<file path="config.mk">
export PLATFORM = sky130hd
export DESIGN_NAME = fpga_cfg_sequencer
export DESIGN_NICKNAME = d
export VERILOG_FILES = /design/src/rtl/fpga_cfg_sequencer_pkg.sv /design/src/rtl/fpga_cfg_sequencer_cfg_fifo.sv /design/src/rtl/fpga_cfg_sequencer.sv
export SDC_FILE = /design/constraint.sdc
export NUM_CORES = 1
export LEC_CHECK = 0
export CORE_MARGIN = 10
export CORE_UTILIZATION = 29
export DETAILED_ROUTE_END_ITERATION = 10
export GPL_TIMING_DRIVEN = 0
export HOLD_SLACK_MARGIN = 0.1
export PLACE_DENSITY = 0.47
export SLEW_MARGIN = 20
export SYNTH_ARGS = -nofsm -noshare
export SYNTH_HDL_FRONTEND = slang
export SYNTH_HIERARCHICAL = 1
export SYNTH_SLANG_ARGS = --single-unit
</file>
<file path="constraint.sdc">
create_clock -name wb_clk_i -period 8.4 [get_ports wb_clk_i]
set_clock_uncertainty 0.1 [all_clocks]
set_input_delay 0.84 -clock wb_clk_i [delete_from_list [all_inputs] [get_ports wb_clk_i]]
set_output_delay 0.84 -clock wb_clk_i [all_outputs]
set_load 0.02 [all_outputs]
</file>
<file path="src/rtl/fpga_cfg_sequencer_pkg.sv">
// rtl/fpga_cfg_sequencer_pkg.sv - shared definitions for the configuration sequencer
// Holds register offsets, CTRL/STATUS bit positions, the column-select width
// and the sequencer FSM state encoding. It has no ports.
package fpga_cfg_sequencer_pkg;

  // Register offsets, taken from wbs_addr_i[3:2]
  localparam logic [1:0] OFF_CTRL   = 2'd0;
  localparam logic [1:0] OFF_STATUS = 2'd1;
  localparam logic [1:0] OFF_DATA   = 2'd2;
  localparam logic [1:0] OFF_LEN    = 2'd3;

  // CTRL bit positions
  localparam int CTRL_START   = 0;
  localparam int CTRL_ABORT   = 1;
  localparam int CTRL_COL_LSB = 8;

  // STATUS bit positions
  localparam int STAT_BUSY    = 0;
  localparam int STAT_DONE    = 1;
  localparam int STAT_OVF     = 2;
  localparam int STAT_LEN_ERR = 3;
  localparam int STAT_LVL_LSB = 4;

  localparam int CONFIG_COL_WIDTH = 2;

  typedef enum logic [2:0] {
    ST_IDLE  = 3'd0,
    ST_FETCH = 3'd1,
    ST_SHIFT = 3'd2,
    ST_SET   = 3'd3,
    ST_DONE  = 3'd4
  } cfg_state_t;

endpackage

</file>
<file path="src/rtl/fpga_cfg_sequencer_cfg_fifo.sv">
// rtl/fpga_cfg_sequencer_cfg_fifo.sv - synchronous config-word FIFO
// Ports: clk/rst_n (async active-low reset), push/wdata (dropped when full),
// pop (ignored when empty), flush (empties the FIFO, wins over push/pop),
// rdata (head word, valid while !empty), full, empty, level (entries held).
module cfg_fifo #(
  parameter int DEPTH = 4,
  parameter int WIDTH = 32,
  localparam int AW = $clog2(DEPTH),
  localparam int LW = AW + 1
) (
  input  logic             clk,
  input  logic             rst_n,
  input  logic             push,
  input  logic             pop,
  input  logic             flush,
  input  logic [WIDTH-1:0] wdata,
  output logic [WIDTH-1:0] rdata,
  output logic             full,
  output logic             empty,
  output logic [LW-1:0]    level
);

  logic [WIDTH-1:0] mem [DEPTH];
  logic [LW-1:0]    wptr;
  logic [LW-1:0]    rptr;
  logic             do_push;
  logic             do_pop;

  // Pointers carry one extra wrap bit so level covers 0..DEPTH.
  assign level   = wptr - rptr;
  assign full    = (level == LW'(DEPTH));
  assign empty   = (level == '0);
  assign do_push = push & ~full;
  assign do_pop  = pop & ~empty;
  assign rdata   = mem[rptr[AW-1:0]];

  always_ff @(posedge clk or negedge rst_n) begin
    if (!rst_n) begin
      wptr <= '0;
      rptr <= '0;
    end else if (flush) begin
      wptr <= '0;
      rptr <= '0;
    end else begin
      if (do_push) wptr <= wptr + LW'(1);
      if (do_pop)  rptr <= rptr + LW'(1);
    end
  end

  always_ff @(posedge clk) begin
    if (do_push && !flush) mem[wptr[AW-1:0]] <= wdata;
  end

endmodule

</file>
<file path="src/rtl/fpga_cfg_sequencer.sv">
// rtl/fpga_cfg_sequencer.sv - Wishbone-driven serial configuration sequencer
// Ports: wb_clk_i/wb_rst_ni (async active-low reset); Wishbone slave
// wbs_stb_i/wbs_cyc_i/wbs_we_i/wbs_sel_i/wbs_addr_i/wbs_data_i in,
// wbs_ack_o/wbs_data_o out (data is 0 outside ack so regions can be OR-ed);
// config lines cen_o (region enable), shift_o/data_o/set_o (per column).
module fpga_cfg_sequencer
  import fpga_cfg_sequencer_pkg::*;
#(
  parameter int          NUM_COLS   = 4,
  parameter int          FIFO_DEPTH = 4,
  parameter logic [31:0] BASE_ADDR  = 32'h3000_0000,
  parameter int          LEN_W      = 16
) (
  input  logic                wb_clk_i,
  input  logic                wb_rst_ni,
  input  logic                wbs_stb_i,
  input  logic                wbs_cyc_i,
  input  logic                wbs_we_i,
  input  logic [3:0]          wbs_sel_i,
  input  logic [31:0]         wbs_data_i,
  input  logic [31:0]         wbs_addr_i,
  output logic                wbs_ack_o,
  output logic [31:0]         wbs_data_o,
  output logic                cen_o,
  output logic [NUM_COLS-1:0] shift_o,
  output logic [NUM_COLS-1:0] data_o,
  output logic [NUM_COLS-1:0] set_o
);

  localparam int LVL_W = $clog2(FIFO_DEPTH) + 1;

  cfg_state_t state_q, state_d;

  logic                        hit;
  logic                        ack_q;
  logic [1:0]                  offset;
  logic                        wr;
  logic                        wr_ctrl, wr_status, wr_data, wr_len;
  logic                        start_req, abort_req, start_ok, run_abort;
  logic [CONFIG_COL_WIDTH-1:0] col_q, run_col;
  logic [LEN_W-1:0]            len_q, remain_q;
  logic [31:0]                 sr_q;
  logic [5:0]                  bitcnt_q;
  logic                        done_q, ovf_q, len_err_q;
  logic                        fifo_pop, fifo_full, fifo_empty;
  logic [31:0]                 fifo_rdata;
  logic [LVL_W-1:0]            fifo_level;
  logic [NUM_COLS-1:0]         col_onehot;
  logic [31:0]                 status_word;
  logic [31:0]                 rdata;
  logic                        unused_ok;

  // Byte lanes and the low address bits are not decoded: full-word access only.
  assign unused_ok = &{1'b0, wbs_sel_i, wbs_addr_i[1:0]};

  // Bus decode. The ack toggles off after one cycle so a held strobe never
  // sees two consecutive acks; register side effects land on the ack cycle.
  assign hit    = wbs_stb_i & wbs_cyc_i & (wbs_addr_i[31:4] == BASE_ADDR[31:4]);
  assign offset = wbs_addr_i[3:2];

  always_ff @(posedge wb_clk_i or negedge wb_rst_ni) begin
    if (!wb_rst_ni) ack_q <= 1'b0;
    else            ack_q <= hit & ~ack_q;
  end

  assign wbs_ack_o = ack_q;
  assign wr        = ack_q & hit & wbs_we_i;
  assign wr_ctrl   = wr & (offset == OFF_CTRL);
  assign wr_status = wr & (offset == OFF_STATUS);
  assign wr_data   = wr & (offset == OFF_DATA);
  assign wr_len    = wr & (offset == OFF_LEN);

  // Abort in the same word masks start.
  assign start_req = wr_ctrl & wbs_data_i[CTRL_START] & ~wbs_data_i[CTRL_ABORT];
  assign abort_req = wr_ctrl & wbs_data_i[CTRL_ABORT];
  assign run_abort = abort_req & (state_q != ST_IDLE);

  cfg_fifo #(
    .DEPTH (FIFO_DEPTH),
    .WIDTH (32)
  ) u_fifo (
    .clk   (wb_clk_i),
    .rst_n (wb_rst_ni),
    .push  (wr_data),
    .pop   (fifo_pop),
    .flush (run_abort),
    .wdata (wbs_data_i),
    .rdata (fifo_rdata),
    .full  (fifo_full),
    .empty (fifo_empty),
    .level (fifo_level)
  );

  assign col_onehot = NUM_COLS'(1) << run_col;
  assign cen_o      = (state_q != ST_IDLE);

  always_ff @(posedge wb_clk_i or negedge wb_rst_ni) begin
    if (!wb_rst_ni) state_q <= ST_IDLE;
    else            state_q <= state_d;
  end

  always_comb begin
    state_d  = state_q;
    start_ok = 1'b0;
    fifo_pop = 1'b0;
    shift_o  = '0;
    data_o   = '0;
    set_o    = '0;
    case (state_q)
      ST_IDLE: begin
        if (start_req && (len_q != '0)) begin
          start_ok = 1'b1;
          state_d  = ST_FETCH;
        end
      end
      ST_FETCH: begin
        if (!fifo_empty) begin
          fifo_pop = 1'b1;
          state_d  = ST_SHIFT;
        end
      end
      ST_SHIFT: begin
        shift_o = col_onehot;
        if (sr_q[0]) data_o = col_onehot;
        if (bitcnt_q == 6'd1) begin
          state_d = (remain_q == LEN_W'(1)) ? ST_SET : ST_FETCH;
        end
      end
      ST_SET: begin
        set_o   = col_onehot;
        state_d = ST_DONE;
      end
      ST_DONE: state_d = ST_IDLE;
      default: state_d = ST_IDLE;
    endcase
    if (run_abort) begin
      state_d  = ST_IDLE;
      fifo_pop = 1'b0;
    end
  end

  // Datapath. The column of a run comes from the written word itself so that a
  // start carrying a new column uses it immediately.
  always_ff @(posedge wb_clk_i or negedge wb_rst_ni) begin
    if (!wb_rst_ni) begin
      col_q    <= '0;
      len_q    <= '0;
      run_col  <= '0;
      remain_q <= '0;
      sr_q     <= '0;
      bitcnt_q <= '0;
    end else begin
      if (wr_ctrl) col_q <= wbs_data_i[CTRL_COL_LSB +: CONFIG_COL_WIDTH];
      if (wr_len)  len_q <= wbs_data_i[LEN_W-1:0];
      if (start_ok) begin
        run_col  <= wbs_data_i[CTRL_COL_LSB +: CONFIG_COL_WIDTH];
        remain_q <= len_q;
      end else if (fifo_pop) begin
        sr_q     <= fifo_rdata;
        bitcnt_q <= (remain_q >= LEN_W'(32)) ? 6'd32 : remain_q[5:0];
      end else if (state_q == ST_SHIFT) begin
        sr_q     <= sr_q >> 1;
        bitcnt_q <= bitcnt_q - 6'd1;
        remain_q <= remain_q - LEN_W'(1);
      end
    end
  end

  // Sticky flags: write-1-to-clear first, hardware events override.
  always_ff @(posedge wb_clk_i or negedge wb_rst_ni) begin
    if (!wb_rst_ni) begin
      done_q    <= 1'b0;
      ovf_q     <= 1'b0;
      len_err_q <= 1'b0;
    end else begin
      if (wr_status) begin
        if (wbs_data_i[STAT_DONE])    done_q    <= 1'b0;
        if (wbs_data_i[STAT_OVF])     ovf_q     <= 1'b0;
        if (wbs_data_i[STAT_LEN_ERR]) len_err_q <= 1'b0;
      end
      if (wr_data && fifo_full) ovf_q <= 1'b1;
      if (start_req && (state_q == ST_IDLE) && (len_q == '0)) len_err_q <= 1'b1;
      if (start_ok) done_q <= 1'b0;
      if ((state_q == ST_DONE) && !run_abort) done_q <= 1'b1;
    end
  end

  always_comb begin
    status_word                         = '0;
    status_word[STAT_BUSY]              = (state_q != ST_IDLE);
    status_word[STAT_DONE]              = done_q;
    status_word[STAT_OVF]               = ovf_q;
    status_word[STAT_LEN_ERR]           = len_err_q;
    status_word[STAT_LVL_LSB +: 4]      = 4'(fifo_level);
  end

  always_comb begin
    rdata = '0;
    case (offset)
      OFF_CTRL:   rdata[CTRL_COL_LSB +: CONFIG_COL_WIDTH] = col_q;
      OFF_STATUS: rdata = status_word;
      OFF_LEN:    rdata[LEN_W-1:0] = len_q;
      default:    rdata = '0;
    endcase
  end

  assign wbs_data_o = ack_q ? rdata : '0;

endmodule

</file>
==> flow_summary.ini <==
[status]
status = complete, no violations

[power_and_ir_drop]
p_switching_mw = 0.4486
p_per_area_mw_per_mm2 = 184.3
ir_drop_uv = 118.8
power_frac_seq = 0.502
p_leak_nw = 4.571
internal-power_mw = 1.787
p_clk_frac = 0.467
sw_frac_of_total = 0.2006
power_frac_comb = 0.032

[critical_path]
crit_required_ns = 7.46
cp_max_fo = 10
cp_top_family = buffers and inverters
path_cells = buf_6 > nor3b_1 > clkbuf_1 > nand2_1 > nor3_1 > clkdlybuf4s50_1
worstPathArrival_ns = 3.37
cp_num_buf_inv = 3
cp-end-kind = output port
worstSetupPathType = flop to output port
slowest_stage = nor3b_1
max_stage_delay_ns = 0.73
cp-start-kind = flop

[timing]
finalCritPeriodShare = 0.5131
slew_headroom = 0.4046
fmax_mhz = 232.0
drv_slew = 0
period_needed_ns = 4.310
final-hold-violation-count = 0
rsz0062_at_grt = false
worst_pin_slew_ns = 0.8912
setup_viol = 0
fin_tns_setup_ns = 0

[clock_network]
cts-buffers-inserted = 24
htreeDepth = 1
clock_latency_ns = 0.51
cts_sinks = 215
clock-root-buffer = clkbuf_16
cts_hold_buf = 1
cts_tree = yes
post_cts_resized = 0
clk_path_buf_depth = 3
clk_pin_slew_ns = 0.06
cts_setup_buffers = 0

[die]
core_sq_mm = 0.03262
dieArea_sq_mm = 0.04090
io_pins = 119
fp.dieH_um = 202.2
die_w_um = 202.2
row_count = 66
initial_utilization = 0.2952

[routing]
vias = 5868
antenna_left = 0
vias_per_cell = 4.517
drtIter0Drc = 387
routedWlPerCell_um = 18.64
firstDrtPassIters = 4
wirelength_um = 24210
drc = 0

[global_route]
grt_max_degree = 68
antenna_found_initial = 0
grt_pass1_vias = 6292
grt_pass1_wl_um = 37780
overflow = 0
grt_usage = 0.1172

[synthesis]
synth_edf_count = 128
synth.top_cell.area_share = 0.3991
async_reset_ff_frac = 0.4047
synth_cell_type_count = 57
netlist_instances = 696
yosysMostFrequentCell = nand2_1
yosys.area.top_type = edfxtp_1
syn_avg_cell_area_sq_um = 13.84
synth_ff_type = edfxtp_1
seq_area_frac_synth = 0.6252
syn-cell-area_sq_mm = 0.009630
yosys_warnings = 6
synthTopCellsByCount = nand2_1 (131), edfxtp_1 (128), dfrtp_1 (87)
ys_top_cells_by_area = edfxtp_1 (40%), dfrtp_1 (23%), mux4_2 (7.5%), mux2_2 (6.0%), nand2_1 (5.1%)
synth-seq-cells = 215

[final_layout]
drive_above_1_share = 0.1960
final_nets = 927
post-route-cell-area_sq_mm = 0.01213
num_antenna_cells = 0
area_growth_pct = 25.97

[job]
timing.max_cap.violations = 0

[place]
globalplace.congestion = 0.7962
postPlaceCellArea_sq_mm = 0.01133
io_buffers = 96
hpwl_um = 17460

[hold_path]
hold_class = flop to flop
## routing by layer
layer	GRT usage	share of wire	wire length, um
met5	0	0	0
met4	0.03277	0.022	540
met3	0.02255	0.043	1030
met2	0.1963	0.49	11810
met1	0.1512	0.45	10830
## cell usage in the layout, fill, tap and decap left out, types with 3 or more instances in the layout
cell               n
inv_1             15
nand2b_1           3
clkbuf_1          20
a21oi_1            3
buf_1              3
buf_2              9
clkinv_2           6
clkbuf_8           3
nor3_1            13
nand3_1            5
conb_1            16
mux2_1             3
ha_1              14
mux4_2            32
nor2b_1           11
o21ai_0           15
nor2_1            27
buf_16             3
nand4_1            7
dfrtp_1           87
mux2i_1            9
and3_1             7
buf_4             17
buf_6              3
edfxtp_1         128
and3_2             4
xor2_1             8
nand3b_1           3
clkdlybuf4s50_1   95
a22oi_1            9
clkinv_1           3
nand2_1          131
xnor2_1           12
or3_1              3
and2_1             4
clkbuf_16         25
nor4_1            13
mux2_2            51
## power groups by stage
stage	clock network [mW]	registers, mW	logic (mW)
floorplan	0	1.14	0.0162
global placement	0	1.14	0.0692
detailed placement	0	1.14	0.0715
CTS	1.08	1.12	0.0722
global route	1.12	1.12	0.0779
finish	1.04	1.12	0.0708
## cell families (layout without fill, tap and decap cells)
logic type	Yosys count	in the layout	synth area share
flops	215	215	0.6252
fa+ha+maj	15	15	0.02027
simple gates	244	244	0.1221
compound gates	42	42	0.02988
xor+xnor	21	21	0.02079
mux	95	95	0.1473
other cells	1	16	0.0003894
buf+inv	63	209	0.03404
## metrics by stage
stage	hold slack, ns	cells	total power [mW]	util	setup slack, ns
global route	0.4216	1299	2.316	0.3719	3.833
CTS	0.4074	1299	2.271	0.3719	3.998
global placement	0.3886	1249	1.212	0.3434	2.613
detailed placement	0.3886	1254	1.214	0.3473	3.848
finish	0.4025	1299	2.236	0.3719	4.090
floorplan	0.3666	711	1.159	-	4.733
## final cells by class
class	count	area [sq um]
inverter	15	56.30
clock buffer	32	681.9
multi-input combinational	433	3343
fill	3160	20490
tap	442	553.0
buffer	48	271.5
sequential	215	6021
timing repair buffer	102	1095
clock inverter	12	110.1
## state kept, by name (all words and copies together) (netlist names), 2 cells and up
register and cells:
run_col 2, sr_q 32, bitcnt_q 6, u_fifo/rptr 3, u_fifo/mem 128, remain_q 16
u_fifo/wptr 3, state_q 3, len_q 16, col_q 2
## final timing paths
path | start | to | slack (ns) | depth (start not counted)
max | state_q[0] | data_o[0] | 4.09 | 6
min | len_err_q | len_err_q | 0.40 | 1
max reg2reg | u_fifo/wptr[0] | u_fifo/rptr[0] | 4.57 | 11
min reg2reg | len_err_q | len_err_q | 0.40 | 1
max in group asynchronous | wb_rst_ni | len_q[15] | 6.90 | 3
min in group asynchronous | wb_rst_ni | sr_q[6] | 0.65 | 2
(Power assumes the default switching activity.)
